$ cat src/rtl/muldiv_hilo_ctrl_if.sv
// HI/LO controller bus: op request from the pipeline, stall/busy back-pressure,
// MFHI/MFLO read data and the live HI/LO register values.
interface muldiv_hilo_ctrl_if #(
  parameter int WIDTH = 32
);
  logic             op_valid;
  logic [3:0]       op;
  logic [WIDTH-1:0] src_a;
  logic [WIDTH-1:0] src_b;
  logic             stall;
  logic             busy;
  logic [WIDTH-1:0] dataout;
  logic             dataout_valid;
  logic [WIDTH-1:0] hi;
  logic [WIDTH-1:0] lo;

  // Pipeline side: presents ops and operands, observes stall and results.
  modport master (
    output op_valid, op, src_a, src_b,
    input  stall, busy, dataout, dataout_valid, hi, lo
  );

  // Controller side: consumes ops, drives stall, busy and results.
  modport slave (
    input  op_valid, op, src_a, src_b,
    output stall, busy, dataout, dataout_valid, hi, lo
  );
endinterface

$ cat src/rtl/muldiv_hilo_ctrl.sv
// HI/LO sequencing controller: owns HI and LO, runs a 32-step unsigned
// shift-add multiplier and restoring divider, and serves MTHI/MTLO/MFHI/MFLO.
// A single 2*WIDTH accumulator holds {partial product, multiplier} during MUL
// and {remainder, dividend/quotient} during DIV; the other operand lives in
// opnd_q (multiplicand or divisor).
module muldiv_hilo_ctrl #(
  parameter int WIDTH = 32,
  parameter int ITER  = 32
) (
  input  logic              clk,
  input  logic              rst_n,
  muldiv_hilo_ctrl_if.slave bus
);

  localparam logic [3:0] OP_MFHI  = 4'b0101;
  localparam logic [3:0] OP_MFLO  = 4'b1000;
  localparam logic [3:0] OP_MULTU = 4'b1001;
  localparam logic [3:0] OP_DIVU  = 4'b1010;
  localparam logic [3:0] OP_MTHI  = 4'b1011;
  localparam logic [3:0] OP_MTLO  = 4'b1100;

  localparam int            CW   = $clog2(ITER);
  localparam logic [CW-1:0] LAST = CW'(ITER - 1);

  typedef enum logic [1:0] {
    IDLE = 2'd0,
    MUL  = 2'd1,
    DIV  = 2'd2
  } state_t;

  state_t             state_q, state_d;
  logic [CW-1:0]      cnt_q, cnt_d;
  logic [2*WIDTH-1:0] acc_q, acc_d;
  logic [WIDTH-1:0]   opnd_q, opnd_d;
  logic [WIDTH-1:0]   hi_q, hi_d;
  logic [WIDTH-1:0]   lo_q, lo_d;
  logic [WIDTH-1:0]   dout_q, dout_d;
  logic               dvalid_q, dvalid_d;

  logic               isHiLoOp;
  logic               accept;
  logic [WIDTH:0]     mulSum;
  logic [2*WIDTH-1:0] mulStep;
  logic [WIDTH:0]     divShift;
  logic [WIDTH:0]     divDiff;
  logic [2*WIDTH-1:0] divStep;

  // Decode the op and derive stall; no-op codes never stall.
  always_comb begin
    isHiLoOp = 1'b0;
    case (bus.op)
      OP_MFHI, OP_MFLO, OP_MULTU, OP_DIVU, OP_MTHI, OP_MTLO: isHiLoOp = 1'b1;
      default:                                              isHiLoOp = 1'b0;
    endcase
    bus.stall = bus.op_valid & (state_q != IDLE) & isHiLoOp;
    accept    = bus.op_valid & ~bus.stall;
  end

  // One iteration of each datapath: LSB-first shift-add and restoring divide.
  always_comb begin
    mulSum   = {1'b0, acc_q[2*WIDTH-1:WIDTH]}
             + {1'b0, (acc_q[0] ? opnd_q : {WIDTH{1'b0}})};
    mulStep  = {mulSum, acc_q[WIDTH-1:1]};
    divShift = {acc_q[2*WIDTH-1:WIDTH], acc_q[WIDTH-1]};
    divDiff  = divShift - {1'b0, opnd_q};
    if (!divDiff[WIDTH]) begin
      divStep = {divDiff[WIDTH-1:0], acc_q[WIDTH-2:0], 1'b1};
    end else begin
      divStep = {divShift[WIDTH-1:0], acc_q[WIDTH-2:0], 1'b0};
    end
  end

  // Next-state logic: accept ops in IDLE, step MUL/DIV, write HI/LO on the last step.
  always_comb begin
    state_d  = state_q;
    cnt_d    = cnt_q;
    acc_d    = acc_q;
    opnd_d   = opnd_q;
    hi_d     = hi_q;
    lo_d     = lo_q;
    dout_d   = dout_q;
    dvalid_d = 1'b0;
    case (state_q)
      IDLE: begin
        if (accept) begin
          case (bus.op)
            OP_MULTU: begin
              opnd_d  = bus.src_a;
              acc_d   = {{WIDTH{1'b0}}, bus.src_b};
              cnt_d   = '0;
              state_d = MUL;
            end
            OP_DIVU: begin
              opnd_d  = bus.src_b;
              acc_d   = {{WIDTH{1'b0}}, bus.src_a};
              cnt_d   = '0;
              state_d = DIV;
            end
            OP_MTHI: hi_d = bus.src_a;
            OP_MTLO: lo_d = bus.src_a;
            OP_MFHI: begin
              dout_d   = hi_q;
              dvalid_d = 1'b1;
            end
            OP_MFLO: begin
              dout_d   = lo_q;
              dvalid_d = 1'b1;
            end
            default: ;
          endcase
        end
      end
      MUL: begin
        acc_d = mulStep;
        cnt_d = cnt_q + CW'(1);
        if (cnt_q == LAST) begin
          hi_d    = mulStep[2*WIDTH-1:WIDTH];
          lo_d    = mulStep[WIDTH-1:0];
          cnt_d   = '0;
          state_d = IDLE;
        end
      end
      DIV: begin
        acc_d = divStep;
        cnt_d = cnt_q + CW'(1);
        if (cnt_q == LAST) begin
          hi_d    = divStep[2*WIDTH-1:WIDTH];
          lo_d    = divStep[WIDTH-1:0];
          cnt_d   = '0;
          state_d = IDLE;
        end
      end
      default: state_d = IDLE;
    endcase
  end

  // State and datapath registers; reset aborts any operation without touching HI/LO beyond clearing them.
  always_ff @(posedge clk or negedge rst_n) begin
    if (!rst_n) begin
      state_q  <= IDLE;
      cnt_q    <= '0;
      acc_q    <= '0;
      opnd_q   <= '0;
      hi_q     <= '0;
      lo_q     <= '0;
      dout_q   <= '0;
      dvalid_q <= 1'b0;
    end else begin
      state_q  <= state_d;
      cnt_q    <= cnt_d;
      acc_q    <= acc_d;
      opnd_q   <= opnd_d;
      hi_q     <= hi_d;
      lo_q     <= lo_d;
      dout_q   <= dout_d;
      dvalid_q <= dvalid_d;
    end
  end

  assign bus.busy          = (state_q != IDLE);
  assign bus.dataout       = dout_q;
  assign bus.dataout_valid = dvalid_q;
  assign bus.hi            = hi_q;
  assign bus.lo            = lo_q;

endmodule

$ cat src/flat_wrapper.sv
// flat-port wrapper written by rule: the top's interface ports become plain ports
module muldiv_hilo_ctrl_flat 
#(
  parameter int WIDTH = 32,
  parameter int ITER  = 32
)
  (clk, rst_n, bus_op_valid, bus_op, bus_src_a, bus_src_b, bus_stall, bus_busy, bus_dataout, bus_dataout_valid, bus_hi, bus_lo);
  muldiv_hilo_ctrl_if #(.WIDTH(WIDTH)) bus_i ();
  input  logic clk;
  input  logic rst_n;
  input wire logic [$bits(bus_i.op_valid)-1:0] bus_op_valid;
  input wire logic [$bits(bus_i.op)-1:0] bus_op;
  input wire logic [$bits(bus_i.src_a)-1:0] bus_src_a;
  input wire logic [$bits(bus_i.src_b)-1:0] bus_src_b;
  output wire logic [$bits(bus_i.stall)-1:0] bus_stall;
  output wire logic [$bits(bus_i.busy)-1:0] bus_busy;
  output wire logic [$bits(bus_i.dataout)-1:0] bus_dataout;
  output wire logic [$bits(bus_i.dataout_valid)-1:0] bus_dataout_valid;
  output wire logic [$bits(bus_i.hi)-1:0] bus_hi;
  output wire logic [$bits(bus_i.lo)-1:0] bus_lo;
  assign bus_i.op_valid = bus_op_valid;
  assign bus_i.op = bus_op;
  assign bus_i.src_a = bus_src_a;
  assign bus_i.src_b = bus_src_b;
  assign bus_stall = bus_i.stall;
  assign bus_busy = bus_i.busy;
  assign bus_dataout = bus_i.dataout;
  assign bus_dataout_valid = bus_i.dataout_valid;
  assign bus_hi = bus_i.hi;
  assign bus_lo = bus_i.lo;
  muldiv_hilo_ctrl #(.WIDTH(WIDTH), .ITER(ITER)) u_core (.clk(clk), .rst_n(rst_n), .bus(bus_i));
endmodule
$ cat config.mk
export PLATFORM = sky130hd
export DESIGN_NAME = muldiv_hilo_ctrl_flat
export DESIGN_NICKNAME = d
export VERILOG_FILES = /design/src/rtl/muldiv_hilo_ctrl_if.sv /design/src/rtl/muldiv_hilo_ctrl.sv /design/src/flat_wrapper.sv
export SDC_FILE = /design/constraint.sdc
export NUM_CORES = 1
export LEC_CHECK = 0
export ABC_AREA = 1
export CORE_AREA = 2 2 168 170
export CTS_CLUSTER_DIAMETER = 40
export DETAILED_ROUTE_END_ITERATION = 8
export DIE_AREA = 0 0 170 172
export PLACE_DENSITY = 0.8
export SLEW_MARGIN = 20
export SYNTH_ARGS = -nofsm -noshare
export SYNTH_HDL_FRONTEND = slang
export SYNTH_SLANG_ARGS = --single-unit
$ cat constraint.sdc
create_clock -name clk -period 3.9 [get_ports clk]
set_input_delay 0.975 -clock clk [delete_from_list [all_inputs] [get_ports clk]]
set_output_delay 0.975 -clock clk [all_outputs]
set_load 0.005 [all_outputs]
# Word level (Yosys, flattened, before mapping)

Index checks and enable logic that the tools add are counted.

Register bits: 200
Output and inout bits: 99

Multiplexer cells: 29
Equal/unequal tests: 17
Add/sub/neg operators: 3
Bitwise logic cells: 4
Reduce and logical (&&, ||, !) cells: 17

Operators by type and width:

| cell                | number |
|---|---|
| $mux 32             | 9 |
| $pmux 32 s3         | 2 |
| $pmux 64 s3         | 1 |
| $mux 64             | 2 |
| $pmux 32 s2         | 2 |
| $pmux 64 s2         | 1 |
| $add 32x32->33      | 1 |
| $sub 33x32->33      | 1 |
| $eq 4x4->1 const B  | 5 |
| $mux 5              | 3 |
| $reduce_and 3->1    | 5 |
| $pmux 5 s2          | 1 |
| $reduce_and 5->1    | 2 |
| $ne 2x1->1 const B  | 4 |
| $pmux 2 s2          | 2 |
| $reduce_bool 2->1   | 4 |
| $ne 2x2->1 const B  | 3 |
| $reduce_or 2->1     | 3 |
| $reduce_or 6->1     | 1 |
| $add 5x1->5 const B | 1 |
| $eq 5x5->1 const B  | 1 |
| $eq 4x3->1 const B  | 1 |
| $mux 1              | 4 |
| $mux 2              | 2 |
| other kinds (7)     | 9 |

# Depth between registers and ports, before layout

Depth after elaboration: 8
Mapped depth: 20

# Worst setup path before layout

No wires, ideal clock.

Path type: reg-to-reg
Start: register u_core.acc_q[0]
End: register u_core.acc_q[47]
Setup slack: 1.209 ns
Arrival: 2.615 ns
Data required time: 3.823 ns
Library setup time: 0.077 ns
Stages on the path, launching flop included: 18
Cells stage by stage: dfrtp_1 clkbuf_1 clkbuf_1 nand2_1 inv_1 ha_1 inv_1 fa_1 o21ai_0 nand2_1 nand3_1 nand2_1 nand2_1 nor2_1 nand3b_1 nand2_1 nand2_2 o21ai_1

Longest elaborated chain between the ends: 3

RTL lines:

| element                  | RTL line                | source |
|---|---|---|
| start: declaration       | muldiv_hilo_ctrl.sv:33  | `logic [2*WIDTH-1:0] acc_q, acc_d;` |
| start signal: assignment | muldiv_hilo_ctrl.sv:142 | `acc_q <= '0;` |
| start signal: assignment | muldiv_hilo_ctrl.sv:151 | `acc_q <= acc_d;` |
| $mux 32                  | muldiv_hilo_ctrl.sv:62  | `+ {1'b0, (acc_q[0] ? opnd_q : {WIDTH{1'b0}})};` |
| $add 32x32->33           | muldiv_hilo_ctrl.sv:62  |  |
| $pmux 64 s3              | muldiv_hilo_ctrl.sv:83  | `case (state_q)` |

Every way passes these cells.
A chain may end at the register's enable or synchronous reset.

# Worst setup path after layout

Start: input port bus_op[0]
End: output port bus_stall

Longest elaborated chain between the ends: 4
Elaborated cells between the ends (all ways): 9
Those cells by class: eq/ne (6); mux (1); bitwise (1); reduce/logical (1)

RTL lines:

| element                                         | RTL line               | source |
|---|---|---|
| start: declaration                              | flat_wrapper.sv:12     | `input wire logic [$bits(bus_i.op)-1:0] bus_op;` |
| $eq 4x4->1 / $eq 4x3->1 (equally long branches) | muldiv_hilo_ctrl.sv:51 | `case (bus.op)` |
| $reduce_or 6->1 *                               | muldiv_hilo_ctrl.sv:51 |  |
| $mux 1 *                                        | muldiv_hilo_ctrl.sv:51 |  |
| $and 1x1->1 *                                   | muldiv_hilo_ctrl.sv:55 | `bus.stall = bus.op_valid & (state_q != IDLE) & isHiLoOp;` |
| end: declaration                                | flat_wrapper.sv:15     | `output wire logic [$bits(bus_i.stall)-1:0] bus_stall;` |

Every way passes the cells marked *; elsewhere a longest branch is shown, timed or not.

==> results.ini <==
[drt]
drc=0
vias=16710
drt-total-wl_um=55950
drt_iter0_markers=1540
drt_pass1_iterations=6
vias_per_cell=5.840
postRouteAntennaNets=0
routedWlPerCell_um=19.56

[layout]
layout_common_cells=nand2_1 (717), inv_1 (315), nor2_1 (257)
drive_gt1_share_pct=6.720
nets=2647
fin_util_pct=65.69
layout_commonest_cell=nand2_1
n_antenna_cell=0
fin_cells=2861
area_growth_pct=16.38

[worst_setup_path]
r2r_slack_ps=510
worstSetupPathType=input pin to output pin
crit_path_max_fanout=3
cp_data_required_time_ps=2920
end_kind=output pin
critPathLaunchType=input pin
worst_ep_arrival_time_ps=2640

[synth]
synth_top_family_by_area=simple AND/OR/NAND/NOR gates
synth-seq-cells=200
synth_adder_area_share_pct=5.906
synthSimpleGateAreaFrac_pct=33.19
synth-seq-area-share_pct=32.27
synth.net_count=2529
synth_xor_area_share_pct=0.7906
synth-warning-count=0
syn-cell-area_sq_um=15510
avgSynthCellArea_sq_um=6.500
synth_mux_area_share_pct=0
syn-instance-count=2386
synth_compound_area_share_pct=16.88
synthDistinctLibCells=46

[global_routing]
gr-total-overflow=0
track_usage_pct=38.53
grt_pass1_wl_um=86530
grt_pass1_vias=15670
grt_antenna_before_repair=2
grt_max_degree=73

[clocking]
cts_resized=0
htreeDepth=4
cts_made_buffers=17
postCtsHoldBufs=0
postCtsSetupRepairBufs=0
clock-sinks=200
root_buffer=clkbuf_16
cts_tree=yes
clock_path_buffers=2
clk-insertion-delay-late_ps=440
clkTransAtPathRegs_ps=70

[placed_design]
hpwlAfterDp_um=42730
io_buffers=169
gp_congestion=1.038
place_inst=2831

[sta]
finalCritPeriodShare_pct=92.79
fin_crit_ps=3619
finClkSkew_ps=18.78
slew_violations=0
max_freq_mhz=276.3
relSlewSlack_pct=37.19
final-hold-violation-count=0
setup_tns_ps=0
rsz0062_at_grt=false
finalSetupViolCount=0
worst_pin_slew_ps=942.2

[die]
die-area_sq_um=29240
start_util_pct=56.44
rows=61
die_y_um=172
ioPinCount=170
die_w_um=170
fp.coreArea_sq_um=27480

[power_and_ir_drop]
p_leak_nw=9.139
ir_drop_mv=0.7797
powerDensity_nw_per_um2=903.9

[outcome]
status=finished, final reports clean

[worst_hold_path]
hold_class=flip-flop to flip-flop

[job]
maxCapViolations=0

==> cell families after synthesis <==
group | after synthesis
AO/OA/AOI/OAI | 458
XOR/XNOR | 14
adder cells (fa/ha/maj) | 72
buffers and inverters | 424
flip-flops | 200
AND/OR/NAND/NOR | 1218
==> Yosys cell counts, drive strengths merged <==
cell type  number  area (sq um)
nand2         748          2915
inv           321          1205
nor2          265          1017
dfrtp         200          5005
o21ai         172         872.1
nand3         141         820.8
a21oi         140         798.3
a31oi          90         563.0
ha             70         875.8
clkbuf         63         236.5
buf            39         255.2
o22ai          31         193.9
nand4          16         100.1
nor3           16         80.08
nand3b         11         82.58
or2            11         68.82
o21bai          8         60.06
xor2            8         70.07
xnor2           6         52.55
a21o            5         37.54
and2            5         31.28
o211ai          5         37.54
nor4            4         25.02
o21a            3         22.52
fa              2         40.04
a211oi          1         7.510
a21boi          1         7.510
a22oi           1         7.510
and3            1         6.260
clkinv          1         3.750
o311a           1         10.01
==> final timing paths <==
| kind | cells past startpoint | startpoint | end |
|---|---|---|---|
| worst max-delay path | 5 | bus_op[0] | bus_stall |
| worst min-delay path | 2 | u_core.cnt_q[4] | u_core.cnt_q[4] |
| worst max register to register | 20 | u_core.acc_q[31] | u_core.acc_q[45] |
| worst min register to register | 2 | u_core.cnt_q[4] | u_core.cnt_q[4] |
| max in group asynchronous | 2 | rst_n | u_core.opnd_q[31] |
| min in group asynchronous | 1 | rst_n | u_core.bus.dataout[10] |
==> layer usage <==
metal / global-route usage [%] / part of all wire (%) / up-vias
met5: 0 / 0 / -
met4: 13.01 / 3.2 / 0
met3: 8.263 / 11 / 101
met2: 60.53 / 44 / 864
met1: 53.06 / 42 / 7832
li1: - / - / 7912
==> layout make-up <==
type	instances	area, sq um
tap	346	432.9
clock buffer	20	456.7
fill	2565	9428
inverter	322	1209
sequential	200	5005
clock inverter	10	118.9
timing repair buffer	201	1998
multi-input combinational	1762	8828
==> registers in the layout, indices dropped and copies added (netlist names) <==
register                  flops
u_core.bus.dataout           32
u_core.bus.hi                32
u_core.bus.dataout_valid      1
u_core.cnt_q                  5
u_core.acc_q                 64
u_core.bus.lo                32
u_core.opnd_q                32
u_core.state_q                2
==> worst max-delay path, stage by stage <==
cell and delay [ps]:
clkdlybuf4s50_1 490, inv_1 80, nor4_1 390, o311a_1 200, clkdlybuf4s50_1 490
==> metrics by stage <==
step                hold slack, ps  cell area [sq um]  power, mW  setup WS (ps)
global placement             474.0              17470      14.02          360.9
global route                 540.5              18050      17.53          181.5
floorplan                    459.4              15510      10.46           1209
finish                       506.5              18050      16.31          281.3
detailed placement           490.9              17470      14.21          285.7
CTS                          506.1              18050      16.06          282.0
==> power breakdown <==
part	switching [mW]	total [mW]	internal, mW	leakage, nW
clock network	0.808	1.78	0.977	0.275
registers	1.13	4.22	3.09	2.41
logic	6.51	10.3	3.80	6.45
total	8.45	16.3	7.87	9.14
No activity file was read; power rests on OpenSTA's default activity.
